`config.mk`:
```
export PLATFORM = sky130hd
export DESIGN_NAME = uart_pad_ctrl
export DESIGN_NICKNAME = d
export VERILOG_FILES = /design/src/rtl/uart_pad_ctrl.sv
export SDC_FILE = /design/constraint.sdc
export NUM_CORES = 1
export LEC_CHECK = 0
export CORE_ASPECT_RATIO = 0.8
export CORE_UTILIZATION = 49
export DETAILED_ROUTE_END_ITERATION = 8
export GPL_ROUTABILITY_DRIVEN = 0
export MAX_ROUTING_LAYER = met4
export PLACE_DENSITY = 0.65
export SYNTH_ARGS = -nofsm -noshare
export SYNTH_HDL_FRONTEND = slang
export SYNTH_SLANG_ARGS = --single-unit
```
`constraint.sdc`:
```
create_clock -name clk -period 6.4 [get_ports clk]
set_input_delay 1.92 -clock clk [delete_from_list [all_inputs] [get_ports clk]]
set_output_delay 1.92 -clock clk [all_outputs]
set_load 0.05 [all_outputs]
```
`src/rtl/uart_pad_ctrl.sv`:
```
// rtl/uart_pad_ctrl.sv - 8N1 UART receiver decoding bytes into per-player paddle buttons
//
// Purpose:
//   Receives 8N1 serial frames with 16x oversampling and maps each good byte
//   onto per-player up/down button outputs. There are three release behaviours:
//   latch (MODE 0), hold with timeout (MODE 1) and single-cycle pulse (MODE 2).
//
// Ports:
//   clk        system clock, rising edge
//   rst_n      asynchronous active-low reset
//   RsRx       serial input, idle high, asynchronous to clk
//   btn_up     per-player up level/pulse      [N_PLAYERS]
//   btn_dn     per-player down level/pulse    [N_PLAYERS]
//   key_valid  one-cycle strobe, good byte received
//   key_code   last good byte, stable until the next key_valid
//   frame_err  one-cycle strobe, stop bit sampled low

module uart_pad_ctrl #(
    parameter int                      CLK_HZ      = 100_000_000,
    parameter int                      BAUD        = 9600,
    parameter int                      N_PLAYERS   = 2,
    parameter logic [16*N_PLAYERS-1:0] KEY_MAP     = {8'h73, 8'h77, 8'h36, 8'h39},
    parameter int                      MODE        = 1,
    parameter int                      HOLD_CYCLES = 5_000_000
) (
    input  logic                 clk,
    input  logic                 rst_n,
    input  logic                 RsRx,
    output logic [N_PLAYERS-1:0] btn_up,
    output logic [N_PLAYERS-1:0] btn_dn,
    output logic                 key_valid,
    output logic [7:0]           key_code,
    output logic                 frame_err
);

    localparam int DIV_RAW = CLK_HZ / (BAUD * 16);
    localparam int DIV     = (DIV_RAW < 1) ? 1 : DIV_RAW;
    localparam int DIV_W   = $clog2(DIV + 1);
    localparam int HOLD_W  = $clog2(HOLD_CYCLES + 1);

    typedef enum logic [2:0] {
        RX_IDLE,
        RX_START,
        RX_DATA,
        RX_STOP,
        RX_BREAK
    } rxState_t;

    logic             rxMeta;
    logic             rxSync;
    logic [DIV_W-1:0] tickCnt;
    logic             tick;

    rxState_t         state;
    rxState_t         stateNext;
    logic [3:0]       phase;
    logic [3:0]       phaseNext;
    logic [2:0]       bitIdx;
    logic [2:0]       bitNext;
    logic [7:0]       shiftReg;
    logic [7:0]       shiftNext;
    logic             byteGood;
    logic             byteBad;

    logic [N_PLAYERS-1:0]             upHit;
    logic [N_PLAYERS-1:0]             dnHit;
    logic [N_PLAYERS-1:0][HOLD_W-1:0] holdCnt;

    assign tick = (tickCnt == DIV_W'(DIV - 1));

    // Synchroniser, oversampling tick and receiver state registers.
    // The synchroniser resets to the idle (high) line level so a reset never
    // looks like a start bit.
    always_ff @(posedge clk or negedge rst_n) begin
        if (!rst_n) begin
            rxMeta    <= 1'b1;
            rxSync    <= 1'b1;
            tickCnt   <= '0;
            state     <= RX_IDLE;
            phase     <= '0;
            bitIdx    <= '0;
            shiftReg  <= '0;
            key_valid <= 1'b0;
            key_code  <= '0;
            frame_err <= 1'b0;
        end else begin
            rxMeta    <= RsRx;
            rxSync    <= rxMeta;
            tickCnt   <= tick ? '0 : tickCnt + 1'b1;
            state     <= stateNext;
            phase     <= phaseNext;
            bitIdx    <= bitNext;
            shiftReg  <= shiftNext;
            key_valid <= byteGood;
            frame_err <= byteBad;
            if (byteGood) begin
                key_code <= shiftReg;
            end
        end
    end

    // Receiver next-state logic; everything advances on tick only.
    // START samples at half a bit (8 ticks) so DATA/STOP land mid-bit.
    always_comb begin
        stateNext = state;
        phaseNext = phase;
        bitNext   = bitIdx;
        shiftNext = shiftReg;
        byteGood  = 1'b0;
        byteBad   = 1'b0;
        if (tick) begin
            case (state)
                RX_IDLE: begin
                    if (!rxSync) begin
                        stateNext = RX_START;
                        phaseNext = '0;
                    end
                end
                RX_START: begin
                    if (phase == 4'd7) begin
                        phaseNext = '0;
                        bitNext   = '0;
                        stateNext = rxSync ? RX_IDLE : RX_DATA;
                    end else begin
                        phaseNext = phase + 4'd1;
                    end
                end
                RX_DATA: begin
                    if (phase == 4'd15) begin
                        phaseNext = '0;
                        // LSB arrives first, so shift in from the top.
                        shiftNext = {rxSync, shiftReg[7:1]};
                        bitNext   = bitIdx + 3'd1;
                        if (bitIdx == 3'd7) begin
                            stateNext = RX_STOP;
                        end
                    end else begin
                        phaseNext = phase + 4'd1;
                    end
                end
                RX_STOP: begin
                    if (phase == 4'd15) begin
                        phaseNext = '0;
                        if (rxSync) begin
                            byteGood  = 1'b1;
                            stateNext = RX_IDLE;
                        end else begin
                            byteBad   = 1'b1;
                            stateNext = RX_BREAK;
                        end
                    end else begin
                        phaseNext = phase + 4'd1;
                    end
                end
                RX_BREAK: begin
                    // A held-low line stays here, so it can only ever produce one frame_err.
                    if (rxSync) begin
                        stateNext = RX_IDLE;
                    end
                end
                default: begin
                    stateNext = RX_IDLE;
                end
            endcase
        end
    end

    // Decode in the same cycle the byte is accepted so the buttons move together
    // with key_valid. The up code is tested first, so it wins a collision.
    always_comb begin
        upHit = '0;
        dnHit = '0;
        for (int p = 0; p < N_PLAYERS; p++) begin
            if (byteGood && (shiftReg == KEY_MAP[16*p +: 8])) begin
                upHit[p] = 1'b1;
            end else if (byteGood && (shiftReg == KEY_MAP[16*p+8 +: 8])) begin
                dnHit[p] = 1'b1;
            end
        end
    end

    // Button levels. In hold mode the counter reloads on every match, so
    // keyboard autorepeat keeps the button held; both bits drop on the clock
    // the counter reaches zero.
    always_ff @(posedge clk or negedge rst_n) begin
        if (!rst_n) begin
            btn_up  <= '0;
            btn_dn  <= '0;
            holdCnt <= '0;
        end else begin
            for (int p = 0; p < N_PLAYERS; p++) begin
                if (upHit[p]) begin
                    btn_up[p] <= 1'b1;
                    btn_dn[p] <= 1'b0;
                end else if (dnHit[p]) begin
                    btn_up[p] <= 1'b0;
                    btn_dn[p] <= 1'b1;
                end else if (MODE == 2) begin
                    btn_up[p] <= 1'b0;
                    btn_dn[p] <= 1'b0;
                end else if ((MODE == 1) && (holdCnt[p] == HOLD_W'(1))) begin
                    btn_up[p] <= 1'b0;
                    btn_dn[p] <= 1'b0;
                end

                if (MODE == 1) begin
                    if (upHit[p] || dnHit[p]) begin
                        holdCnt[p] <= HOLD_W'(HOLD_CYCLES);
                    end else if (holdCnt[p] != '0) begin
                        holdCnt[p] <= holdCnt[p] - 1'b1;
                    end
                end
            end
        end
    end

endmodule
```
==> results of run 1 <==
routing by layer:
metal / part of all wire / wire length (um) / vias to the layer above
met4: 0.012 / 114 / 0
met2: 0.45 / 4350 / 72
met5: 0 / 0 / -
li1: - / - / 1685
met1: 0.49 / 4770 / 1742
met3: 0.047 / 455 / 11
worst paths after layout:
kind | endpoint | from | slack [ns] | depth (start not counted)
min in group asynchronous | holdCnt[36] | rst_n | 1.52 | 1
max reg2reg | holdCnt[2] | tickCnt[4] | 3.57 | 5
max | btn_up[1] | btn_up[1] | 2.98 | 1
min | rxSync | rxMeta | 0.36 | 0
max in group asynchronous | tickCnt[0] | rst_n | 3.82 | 2
min reg2reg | rxSync | rxMeta | 0.36 | 0
through the flow:
| stage | setup slack [ns] | instance area (um2) |
|---|---|---|
| after floorplan | 3.88 | 4580 |
| after global placement | 3.36 | 4820 |
| after detailed placement | 3.34 | 4820 |
| after CTS | 2.97 | 5100 |
| after global routing | 2.92 | 5100 |
| final | 2.98 | 5100 |
cells in the final DEF, fill, tap and decap left out, types with 9 or more instances in the layout:
| cell type | n |
|---|---|
| a21oi_1 | 21 |
| clkbuf_16 | 9 |
| clkdlybuf4s50_1 | 15 |
| dfrtp_1 | 88 |
| ha_1 | 9 |
| mux2_2 | 18 |
| nand2_1 | 37 |
| nand3_1 | 21 |
| nand4_1 | 9 |
| nor2_1 | 41 |
| nor3_1 | 19 |
| nor4_1 | 11 |
| o21ai_0 | 20 |
| or3_1 | 12 |
| or4_1 | 9 |
| xnor2_1 | 18 |
power breakdown:
part           switching, mW  total [mW]  internal [mW]
Clock                  0.237       0.505          0.268
Sequential          0.000596       0.570          0.570
Combinational         0.0111      0.0129        0.00171
Total                  0.248        1.09          0.839
logic make-up (layout without fill, tap and decap cells):
| kind of cell | after synthesis | after routing | synth area share |
|---|---|---|---|
| xor+xnor | 26 | 26 | 0.0497 |
| mux | 25 | 25 | 0.0596 |
| simple gates | 209 | 209 | 0.256 |
| fa+ha+maj | 9 | 9 | 0.0246 |
| compound gates | 70 | 70 | 0.0956 |
| flops | 90 | 90 | 0.492 |
| buf+inv | 24 | 41 | 0.0221 |
state kept, by name, summed over array words and instances (netlist names), 2 cells and up:
signal,cells
phase,4
btn_dn,2
btn_up,2
state,3
holdCnt,46
bitIdx,3
shiftReg,8
tickCnt,10
key_code,8
cells in the mapped netlist, types with 4 or more instances:
cell      count
nor4_1       11
a21oi_1      21
dfrtp_1      88
and2_1        5
mux2_2       18
xnor2_1      18
a211oi_1      5
nor2_1       41
or3_1        12
clkbuf_1     10
nand2b_1      4
nor3_1       19
and3_1        7
nor2b_1       4
nand3_1      21
o211ai_1      5
or4_1         9
nand2_1      37
inv_1         8
o21ai_0      20
ha_1          9
nand4_1       9
xor2_1        8
mux2i_1       7
cell type report:
| type | count | area [um2] | share of cell area |
|---|---|---|---|
| inverter | 8 | 30.0 | 0.00589 |
| multi-input combinational | 339 | 2220 | 0.436 |
| clock inverter | 6 | 51.3 | 0.0101 |
| tap | 115 | 144 | 0.0282 |
| clock buffer | 10 | 229 | 0.0449 |
| timing repair buffer | 17 | 165 | 0.0324 |
| sequential | 90 | 2250 | 0.442 |
==> reports/results.txt, run 1 <==
Outcome: complete, no violations
Initial antenna violation count: 0
Core area: 9080 um2
Met3 usage: 0.0596
Final Hold Vio Count: 0
Cell Rows: 31
Tmin final: 3.42 ns
Hold WS: 0.356 ns
Startpoint Class: flip-flop
Flops & latches, synth: 90
Post-route ant nets: 0
Mapped Cells: 453
Synth area leaders: dfrtp_1 (48%), mux2_2 (4.4%), xnor2_1 (3.4%)
Area Growth Syn to Fin: 11.3%
First-pass GRT wire length: 16400 um
IO buf count: 16
Detailed Route Iter0 Violations: 212
Layout Utilization: 0.562
CP top delay family: buffers and inverters
Worst slew pin tran: 0.754 ns
Avg Cell Area, Syn: 10.1 um2
CTS H-tree lvls: 3
Via count: 3510
Ant. Diodes: 0
First-pass DRT Iterations: 4
Critical path endpoint category: output pin
Setup TNS: 0 ns
Number of fill cells: 813
Largest net degree at the start of global routing: 56
Slowest CP cell: clkdlybuf4s50_1
M2 GR Usage: 0.337
Total gr overflow: 0
CTS sink cnt: 90
CP bufs+invs: 1
Max frequency: 0.292 GHz
RSZ-0062 raised after global routing: no
Most Crowded Layer GR: met2
Normalized max-slew margin: 0.494
Slowest Stage Delay on Critical Path: 0.80 ns
FFs w/ async S/R, synth: 1.00
IO Pins: 17
Synth unique cells: 58
Critical Path, Cell by Cell: clkdlybuf4s50_1
Post-CTS setup buffer count: 0
Peak fanout along the critical path: 2
Worst Path Required: 4.48 ns
Met1 Use GR: 0.320
Clock transition at path regs: 0.07 ns
Synthesized net count: 465
Fin cells: 585
Hold buffer count at CTS: 0
Mapped Area: 4580 um2
Skew final: 0.0112 ns
Root Driver: clkbuf_16
Vias per std cell: 6.00
Synth warnings: 0
Arrival time worst endpoint: 1.50 ns
Bufs on Longest Clock Path: 2
Register area share after synthesis: 0.492
Final setup violation count: 0
Synth area leader: dfrtp_1
Post-synth EDFFs: 0
Nets: 477
Hpwl dp: 6620 um
Final Max Slew Viols: 0
GRT Total Usage: 0.231
Share of post-route cells with drive strength above 1: 0.106
Cts repair resizes: 0
Die footprint: 9740 um2
Die width: 110 um
Most used DFF post-synth: dfrtp_1
Final Power: 1.09 mW
Power Density: 213 nW/um2
TritonCTS clock tree: done
Starting Density: 0.505
Placed Cells: 569
Clock Latency Late Sink: 0.35 ns
Period utilization: 0.535
Synth top area share: 0.481
Worst setup path class: flip-flop to output pin
Vias in the first global route: 3298
Max_cap viols: 0
WL final: 9680 um
Worst vdd ir: 0.000178 V
DR WL/cell: 16.6 um
Drt drc: 0
Die height: 88.5 um
Cts bufs inserted: 9
Leak pwr: 2.51 nW
Worst min-delay path class: flip-flop to flip-flop
Power figures use the tool's default switching activity.
==> inputs of run 2 (changes only) <==
==> constraint.sdc (replaced) <==
create_clock -name clk -period 3.2 [get_ports clk]
set_input_delay 0.96 -clock clk [delete_from_list [all_inputs] [get_ports clk]]
set_output_delay 0.96 -clock clk [all_outputs]
set_load 0.05 [all_outputs]
==> reports/results.txt, run 2 (same netlist as run 1, synthesis figures left out) <==
Max frequency: 0.382 GHz
Hpwl dp: 6630 um (+0.13%)
Cts repair resizes: 0 (unchanged)
Arrival time worst endpoint: 2.84 ns (+1.34 ns)
Outcome: complete, no violations
Final setup violation count: 0 (unchanged)
Power Density: 437 nW/um2 (+100%)
Post-CTS setup buffer count: 0 (unchanged)
Worst slew pin tran: 0.744 ns (-0.0107 ns)
Tmin final: 2.62 ns
Peak fanout along the critical path: 12 (+10)
Area Growth Syn to Fin: 12.8%
Worst Path Required: 3.43 ns (-1.05 ns)
WL final: 9570 um (-1.2%)
Initial antenna violation count: 0 (unchanged)
Setup TNS: 0 ns (unchanged)
Leak pwr: 2.55 nW (+1.8%)
Drt drc: 0 (unchanged)
Worst min-delay path class: flip-flop to flip-flop
Worst hold start: rxMeta
Nets: 480 (+0.63%)
Reg2reg start: tickCnt[4]
IO Pins: 17 (unchanged)
RSZ-0062 raised after global routing: no
Share of post-route cells with drive strength above 1: 0.114 (+0.00778)
Detailed Route Iter0 Violations: 185 (-13%)
Commonest cells after routing, fill and taps aside: dfrtp_1 (88), nor2_1 (41), nand2_1 (37)
Vias in the first global route: 3153 (-4.4%)
Critical Path, Cell by Cell: or4b_1 -> nor4_4 -> and2_1 -> o211a_1 -> nor2_1
Clock Latency Late Sink: 0.35 ns (about the same)
Clock transition at path regs: 0.07 ns (about the same)
Final Cell Area: 5160 um2 (+1.3%)
Die width: 110 um (unchanged)
Ant. Diodes: 0 (unchanged)
Slowest Stage Delay on Critical Path: 0.61 ns (-0.19 ns)
CTS H-tree lvls: 3 (unchanged)
Post-route ant nets: 0 (unchanged)
GRT Total Usage: 0.224 (-0.00750)
Cell Rows: 31 (unchanged)
Max reg flops: 46 (unchanged)
CP top delay family: simple AND/OR/NAND/NOR gates
Commonest non-fill, non-tap cell in the layout: dfrtp_1
Period utilization: 0.819
Max_cap viols: 0 (unchanged)
Biggest regs: holdCnt x46, tickCnt x10
Final Power: 2.26 mW (+110%)
Die footprint: 9740 um2 (unchanged)
IO buf count: 16 (unchanged)
Worst setup path class: flip-flop to flip-flop
Fin cells: 588 (+0.51%)
Normalized max-slew margin: 0.497 (+0.00311)
Startpoint Class: flip-flop
Root Driver: clkbuf_16
Post-Place Cell Area: 4850 um2 (+0.73%)
DR WL/cell: 16.3 um (-1.7%)
Biggest register: holdCnt
CTS sink cnt: 90 (unchanged)
Worst setup startpoint: tickCnt[4]
Largest net degree at the start of global routing: 40 (-29%)
Via count: 3398 (-3.2%)
Starting Density: 0.505 (unchanged)
Critical path endpoint category: flip-flop
Worst vdd ir: 0.000278 V (+56%)
First-pass DRT Iterations: 4 (unchanged)
Vias per std cell: 5.78 (-3.7%)
Skew final: 0.0109 ns (-0.000271 ns)
First-pass GRT wire length: 15700 um (-3.8%)
Cts bufs inserted: 9 (unchanged)
Bufs on Longest Clock Path: 2 (unchanged)
Final Max Slew Viols: 0 (unchanged)
Placed Cells: 572 (+0.53%)
CP bufs+invs: 0 (-1)
Final Hold Vio Count: 0 (unchanged)
Core area: 9080 um2 (unchanged)
Slowest CP cell: or4b_1
TritonCTS clock tree: done
Layout Utilization: 0.569 (+0.00744)
Hold buffer count at CTS: 0 (unchanged)
Total gr overflow: 0 (unchanged)
Die height: 88.5 um (unchanged)
run 2: cell types whose count changed in the layout (fill, tap and decap cells not counted):
cell / previous run / this run
clkbuf_8: 0 / 2
clkbuf_1: 1 / 0
clkinv_2: 0 / 1
buf_4: 2 / 4
bufinv_16: 0 / 1
clkinvlp_4: 3 / 1
buf_12: 0 / 1
inv_8: 1 / 0
run 2: cell type report:
cell class / count / area [um2]
Fill cell: 798 / 3910
Sequential cell: 90 / 2250
Multi-Input combinational cell: 339 / 2220
Clock buffer: 11 / 253
Timing Repair Buffer: 20 / 200
Tap cell: 115 / 144
Clock inverter: 5 / 60.1
Inverter: 8 / 30.0
run 2: final timing paths:
path                               end  slack [ns]  cells past startpoint
setup / recovery            holdCnt[2]        0.58                      5
hold / removal                  rxSync        0.36                      0
setup reg to reg            holdCnt[2]        0.58                      5
hold reg to reg                 rxSync        0.36                      0
max in group asynchronous    btn_up[0]        2.02                      2
min in group asynchronous  holdCnt[37]        0.57                      1
run 2: where the power goes:
part	total, mW	internal (mW)	switching (mW)
clock	1.09	0.650	0.439
sequential	1.14	1.14	0.00115
combinational	0.0288	0.00592	0.0229
total	2.26	1.80	0.463
run 2: stage by stage:
stage | worst slack (ns) | hold slack (ns)
final | 0.580 | 0.357
after global routing | 0.407 | 0.362
after CTS | 0.555 | 0.360
after detailed placement | 0.597 | 0.351
after global placement | 0.670 | 0.348
after floorplan | 0.980 | 0.345
run 2: routing by layer:
metal | up-vias | wire length, um | track usage
met2 | 77 | 4060 | 0.308
li1 | 1683 | - | -
met3 | 11 | 425 | 0.0574
met1 | 1627 | 4950 | 0.317
met4 | 0 | 135 | 0.0824
met5 | - | 0 | -
